### config.mk
export PLATFORM = sky130hd
export DESIGN_NAME = dmem_responder
export DESIGN_NICKNAME = d
export VERILOG_FILES = /design/src/rtl/dmem_pkg.sv /design/src/rtl/dmem_timer.sv /design/src/rtl/dmem_responder.sv
export SDC_FILE = /design/constraint.sdc
export NUM_CORES = 1
export LEC_CHECK = 0
export CAP_MARGIN = 0
export CORE_MARGIN = 2
export CORE_UTILIZATION = 35
export DETAILED_ROUTE_END_ITERATION = 7
export GPL_TIMING_DRIVEN = 0
export PLACE_DENSITY = 0.86
export SETUP_SLACK_MARGIN = 0.5
export SYNTH_ARGS = -nofsm -noshare
export SYNTH_HDL_FRONTEND = slang
export SYNTH_SLANG_ARGS = --single-unit
### constraint.sdc
create_clock -name clk -period 1.35 [get_ports clk]
set_input_delay 0.27 -clock clk [delete_from_list [all_inputs] [get_ports clk]]
set_output_delay 0.27 -clock clk [all_outputs]
set_load 0.03 [all_outputs]
### src/rtl/dmem_pkg.sv
// Shared types and constants for the data-memory responder.
package dmem_pkg;

  typedef enum logic [1:0] {
    IDLE   = 2'd0,
    ACCESS = 2'd1,
    RESP   = 2'd2
  } dmem_state_e;

  localparam int unsigned TIMEOUT_CYCLES = 255;
  localparam logic [15:0] DEAD_DATA      = 16'hDEAD;

endpackage

### src/rtl/dmem_timer.sv
// Access watchdog: counts ACCESS cycles without ack and flags the last one.
module dmem_timer
  import dmem_pkg::*;
(
  input  logic clk,
  input  logic rst_n,
  input  logic clear,
  input  logic enable,
  output logic expired
);

  localparam logic [7:0] LAST_COUNT = 8'(TIMEOUT_CYCLES - 1);

  logic [7:0] count_q;
  logic [7:0] count_d;

  // Clear wins over enable so a new access always starts from zero.
  always_comb begin
    count_d = count_q;
    if (clear) begin
      count_d = 8'd0;
    end else if (enable) begin
      count_d = count_q + 8'd1;
    end else begin
      count_d = count_q;
    end
  end

  always_ff @(posedge clk or negedge rst_n) begin
    if (!rst_n) begin
      count_q <= 8'd0;
    end else begin
      count_q <= count_d;
    end
  end

  // Asserted during the cycle in which the count would reach TIMEOUT_CYCLES.
  assign expired = enable && (count_q == LAST_COUNT);

endmodule

### src/rtl/dmem_responder.sv
// MEM-stage bus responder: stalls the pipeline while a load/store runs on the bus.
// Optional access timeout is compiled in with DMEM_TIMEOUT_EN.
module dmem_responder
  import dmem_pkg::*;
(
  input  logic        clk,
  input  logic        rst_n,
  input  logic        mem_re,
  input  logic        mem_we,
  input  logic        mem_sel,
  input  logic [15:0] d_addr,
  input  logic [15:0] wrt_data,
  output logic        stall,
  output logic [15:0] rd_data,
  output logic        bus_req,
  output logic        bus_we,
  output logic        bus_sel,
  output logic [15:0] bus_addr,
  output logic [15:0] bus_wdata,
  input  logic        bus_ack,
  input  logic [15:0] bus_rdata,
  output logic        bus_err
);

  dmem_state_e state_q, state_d;

  logic        bus_req_q, bus_req_d;
  logic        bus_we_q, bus_we_d;
  logic        bus_sel_q, bus_sel_d;
  logic [15:0] bus_addr_q, bus_addr_d;
  logic [15:0] bus_wdata_q, bus_wdata_d;
  logic [15:0] rd_data_q, rd_data_d;
  logic        bus_err_d;
  logic        stall_s;
  logic        req_s;
  logic        timeout_s;

  assign req_s = mem_re | mem_we;

`ifdef DMEM_TIMEOUT_EN
  logic bus_err_q;

  dmem_timer u_timer (
    .clk     (clk),
    .rst_n   (rst_n),
    .clear   ((state_q == IDLE) && req_s),
    .enable  ((state_q == ACCESS) && !bus_ack),
    .expired (timeout_s)
  );

  always_ff @(posedge clk or negedge rst_n) begin
    if (!rst_n) begin
      bus_err_q <= 1'b0;
    end else begin
      bus_err_q <= bus_err_d;
    end
  end

  assign bus_err = bus_err_q;
`else
  assign timeout_s = 1'b0;
  assign bus_err   = 1'b0;
`endif

  always_ff @(posedge clk or negedge rst_n) begin
    if (!rst_n) begin
      state_q <= IDLE;
    end else begin
      state_q <= state_d;
    end
  end

  always_comb begin
    state_d = state_q;
    case (state_q)
      IDLE: begin
        if (req_s) state_d = ACCESS;
        else       state_d = IDLE;
      end
      ACCESS: begin
        if (bus_ack || timeout_s) state_d = RESP;
        else                      state_d = ACCESS;
      end
      RESP:    state_d = IDLE;
      default: state_d = IDLE;
    endcase
  end

  // Stall is combinational so the requesting instruction freezes in its first cycle.
  always_comb begin
    stall_s = 1'b0;
    case (state_q)
      IDLE:    stall_s = req_s;
      ACCESS:  stall_s = 1'b1;
      RESP:    stall_s = 1'b0;
      default: stall_s = 1'b0;
    endcase
  end

  assign stall = rst_n & stall_s;

  // Bus request registers are captured once in IDLE and frozen until completion.
  always_comb begin
    bus_req_d   = bus_req_q;
    bus_we_d    = bus_we_q;
    bus_sel_d   = bus_sel_q;
    bus_addr_d  = bus_addr_q;
    bus_wdata_d = bus_wdata_q;
    rd_data_d   = rd_data_q;
    bus_err_d   = 1'b0;
    case (state_q)
      IDLE: begin
        if (req_s) begin
          bus_req_d   = 1'b1;
          bus_we_d    = mem_we;
          bus_sel_d   = mem_sel;
          bus_addr_d  = d_addr;
          bus_wdata_d = wrt_data;
        end else begin
          bus_req_d   = 1'b0;
        end
      end
      ACCESS: begin
        if (bus_ack) begin
          bus_req_d = 1'b0;
          if (!bus_we_q) rd_data_d = bus_rdata;
          else           rd_data_d = rd_data_q;
        end else if (timeout_s) begin
          bus_req_d = 1'b0;
          rd_data_d = DEAD_DATA;
          bus_err_d = 1'b1;
        end else begin
          bus_req_d = 1'b1;
        end
      end
      RESP:    bus_req_d = 1'b0;
      default: bus_req_d = 1'b0;
    endcase
  end

  always_ff @(posedge clk or negedge rst_n) begin
    if (!rst_n) begin
      bus_req_q   <= 1'b0;
      bus_we_q    <= 1'b0;
      bus_sel_q   <= 1'b0;
      bus_addr_q  <= 16'h0000;
      bus_wdata_q <= 16'h0000;
      rd_data_q   <= 16'h0000;
    end else begin
      bus_req_q   <= bus_req_d;
      bus_we_q    <= bus_we_d;
      bus_sel_q   <= bus_sel_d;
      bus_addr_q  <= bus_addr_d;
      bus_wdata_q <= bus_wdata_d;
      rd_data_q   <= rd_data_d;
    end
  end

  assign bus_req   = bus_req_q;
  assign bus_we    = bus_we_q;
  assign bus_sel   = bus_sel_q;
  assign bus_addr  = bus_addr_q;
  assign bus_wdata = bus_wdata_q;
  assign rd_data   = rd_data_q;

endmodule

## Word level (Yosys, flattened, before mapping)

Cells that the tools add are included.

| operators by class | value |
|---|---|
| eq/ne operators | 1 |
| multiplexer cells | 7 |
| bitwise logic cells | 3 |
| reduce and logical (&&, ||, !) cells | 3 |

Operator list:

| operator | number |
|---|---|
| case mux 1 bit (2 select lines) | 2 |
| case mux 2 bit (2 select lines) | 1 |
| 2-to-1 mux 1 bit | 3 |
| AND reduction 3 bit | 1 |
| == test 2 x 1 -> 1 bit, second input constant | 1 |
| zero test 2 bit | 1 |
| 2-to-1 mux 2 bit | 1 |
| AND reduction 2 bit | 1 |
| bitwise AND 1 bit | 1 |
| inverter 1 bit | 1 |
| bitwise OR 1 bit | 1 |

| word-level totals | value |
|---|---|
| register bits | 53 |
| input bits | 54 |
| output and inout bits | 53 |
| word-level logic and storage cells | 21 |

## Logic depth before layout (Yosys ltp)

| logic depth | value |
|---|---|
| word-level depth | 3 |
| depth in mapped cells | 5 |
| mapped depth without buffers | 3 |

## Worst setup path after synthesis

Ideal clock, no wire load.

| timing path | value |
|---|---|
| path type | reg-to-output |
| from | register state_q[0] |
| to | output port stall |
| arrival | 1403 ps |
| required time | 1080 ps |
| setup slack | -323 ps |
| stages on the path, launching flop included | 3 |
| path buffers | 0 |
| cell sequence | dfrtp_1 nor3_1 nor3b_1 |

| on the way | value |
|---|---|
| word-level cells in the longest chain between the ends | 3 |
| elaborated cells on any way between the ends | 4 |
| classes of those cells | eq/ne: 1; mux: 1; bitwise: 1; reduce/logical: 1 |

RTL lines:

| element | RTL line | text |
|---|---|---|
| start, declared | dmem_responder.sv:25 | `dmem_state_e state_q, state_d;` |
| start signal, assigned | dmem_responder.sv:69 | `state_q <= state_d;` |
| == test 2 x 1 -> 1 bit / zero test 2 bit (equally long branches) | dmem_responder.sv:92 | `case (state_q)` |
| case mux 1 bit (2 select lines) * | dmem_responder.sv:92 |  |
| bitwise AND 1 bit * | dmem_responder.sv:100 | `assign stall = rst_n & stall_s;` |
| end, declared | dmem_responder.sv:13 | `output logic stall,` |

Every way passes the cells marked *; elsewhere a longest branch is shown, timed or not.

## Worst setup path after layout

| timing path | value |
|---|---|
| from | register state_q[0] |
| to | register rd_data_q[12], in the netlist rd_data[12] |

| on the way | value |
|---|---|
| word-level cells in the longest chain between the ends | 2 |

RTL lines:

| element | RTL line | text |
|---|---|---|
| == test 2 x 1 -> 1 bit | dmem_responder.sv:111 | `case (state_q)` |
| AND reduction 3 bit (no line) | n/a |  |
| end signal, assigned | dmem_responder.sv:155 | `rd_data_q <= rd_data_d;` |
| end, declared | dmem_responder.sv:32 | `logic [15:0] rd_data_q, rd_data_d;` |

No other way between the ends.
A chain may end at the register's enable or synchronous reset.

==> impl_metrics.yaml <==
power_and_ir_drop:
  p_sw_mw: 3.747
  powerDensity_nw_per_um2: 2511
  pwr-share-comb: 0.619
  switching_share: 0.3752
  clockPowerShare: 0.088
  finalPower_mw: 9.985
  seqPwrFrac: 0.293
  p_leak_nw: 1.878
  internal_power_mw: 6.239
  peakVddDrop_mv: 1.476
clock_network:
  cts_buffer_depth: 2
  root_buffer: "clkbuf_8"
  htree_levels: 2
  clkLatencyLatePin_ns: 0.29
  clk_pin_slew_worst_paths_ns: 0.10
  numCtsBuffers: 5
  cts_tree: "done"
  clock_sinks: 52
hold_path:
  hold_path_class: "input port to async pin"
cells_and_area:
  antenna_cells: 0
  layout.cells.non_filler: 346
  nets: 327
  areaGrowthSynthToFinish_pct: 96.17
  fin_util: 0.7177
  drive_above_1_share: 0.6095
sta:
  maxClockFrequency_ghz: 0.6422
  slew_viol_final: 0
  fin_hold_ws_ns: -0.1088
  clock_skew_ns: 0.01049
  min_period_ns: 1.557
  layout_setup_ws_ns: -0.2073
  hold_viol_final: 22
  rsz0062_at_grt: "true"
  setup_viol: 51
  period_share: 1.154
detailed_routing:
  first_pass_iters: 2
  vias: 1542
  wl_per_cell_um: 15.26
  ant_nets: 0
  viasPerCell: 4.457
  drt_iter0_markers: 7
  drc: 0
  routed_wl_mm: 5.281
synthesis:
  syn_area_um2: 2027
  yosys.area.top_type: "dfrtp_1"
  ys_types: 17
  yosysMostFrequentCell: "dfrtp_1"
  synth_ff_type: "dfrtp_1"
  avgSynthCellArea_um2: 17.18
  post_synth_main_area_contributors: "dfrtp_1 64%, mux2_2 22%, mux2_4 7.4%"
  ys_ff_latch: 52
  async_flop_share: 1.000
  synth-seq-area-share: 0.6420
  syn-num-nets: 172
  yosysWarnings: 0
  synth-edff-count: 0
  synth.top_cell.area_share: 0.6420
  synth_common_cells: "52 x dfrtp_1, 39 x mux2_2, 10 x mux2_4, 4 x buf_4"
  synthCells: 118
worst_setup_path:
  worstSetupPathType: "register to register"
  path_max_fanout: 5
  crit_arrival_ns: 1.73
  required_ns: 1.53
  start_kind: "register"
  end_kind: "register"
run_status:
  status: "complete, but fails checks"
  failed_checks: "negative hold slack, negative setup slack"
floorplanning:
  rows: 27
  die_area_um2: 6416
  coreArea_um2: 5540
  die_width_um: 80.10
  die_h_um: 80.10
  start_util: 0.3659
  io_pins: 107
global_route:
  grt_max_degree: 31
  grt_pass1_vias: 1551
  overflow: 0
  grt_pass1_wl_mm: 7.624
  antenna_found_initial: 0
  grt_usage: 0.1530
placed_design:
  routabilityCongestion: 0.7132
  preCtsSetupSlack_ns: -0.6426
  io_buffers: 105
  dp_cells: 296
  dp_hpwl_mm: 3.394
flow_run:
  cap_violations: 0
## cells by family after synthesis
family / Yosys count / synth area share
AOI/OAI and AO/OA: 3 / 0.01173
and+or+nand+nor: 6 / 0.02098
other: 1 / 0.001850
buffers and inverters: 7 / 0.03271
DFF: 52 / 0.6420
muxes: 49 / 0.2907
## timing repair
item	4_1_cts	5_1_grt
endpoints found under the hold margin	22	22
resized for setup	368	15
buffers inserted	21	16
gates cloned	1	4
setup endpoints to repair	103	103
pin swaps	1	2
## per-layer routing
metal	GRT usage	vias to the layer above	wire length [um]
met3	0.04944	4	434
met2	0.2467	73	2533
met4	0.02881	0	22
met5	0	-	0
li1	-	718	-
met1	0.2042	747	2291
## sequential cells by signal (all words and copies together), names as in the netlist
name       count
bus_we         1
bus_wdata     16
bus_sel        1
bus_addr      16
state_q        2
rd_data       16
## layout by cell type (no fill, tap or decap), types with 2 or more instances in the layout
cell type / count
buf_6: 58
dfrtp_1: 51
clkdlybuf4s50_1: 50
mux2_4: 43
buf_4: 33
buf_12: 6
mux2_2: 6
clkbuf_8: 5
clkbuf_16: 4
clkinvlp_4: 2
dlymetal6s2s_1: 2
## power by group through the flow
stage | Sequential [mW] | Clock, mW | Combinational (mW)
floorplan | 4.30 | 0 | 1.48
global placement | 2.79 | 0 | 4.91
detailed placement | 2.80 | 0 | 4.98
CTS | 2.91 | 0.920 | 5.62
global route | 3.00 | 0.987 | 6.45
finish | 2.93 | 0.876 | 6.18
## worst paths after layout
kind                       slack (ns)  cells after the start           end        start
max                             -0.21                      6   rd_data[12]   state_q[0]
min                             -0.11                      1  bus_addr[10]        rst_n
max reg2reg                     -0.21                      6   rd_data[12]   state_q[0]
min reg2reg                      0.54                      1   bus_addr[8]  bus_addr[8]
max in group asynchronous        0.99                      2  bus_addr[14]        rst_n
min in group clk                 0.33                      2        bus_we       mem_we
## worst max-delay path, cell delays in order (launching register included)
cell	delay (ns)
dfrtp_2	0.44
and3b_2	0.22
nor2b_4	0.12
buf_6	0.13
buf_6	0.11
buf_12	0.12
mux2_4	0.29
## layout make-up
type / count / area [um2]
Tap cell: 72 / 90.09
Clock buffer: 5 / 68.82
Timing Repair Buffer: 148 / 1563
Sequential cell: 52 / 1303
Clock inverter: 3 / 23.77
Fill cell: 375 / 1564
Buffer: 7 / 118.9
Multi-Input combinational cell: 59 / 809.5
## stage by stage
stage / TNS [ns] / cell area, um2
2_1_floorplan: -4.429 / 2188
3_3_place_gp: -97.51 / 3329
3_5_place_dp: -17.46 / 3344
4_1_cts: -8.579 / 3704
5_1_grt: -10.44 / 3976
6_report: -8.264 / 3976
(Power assumes the default switching activity.)
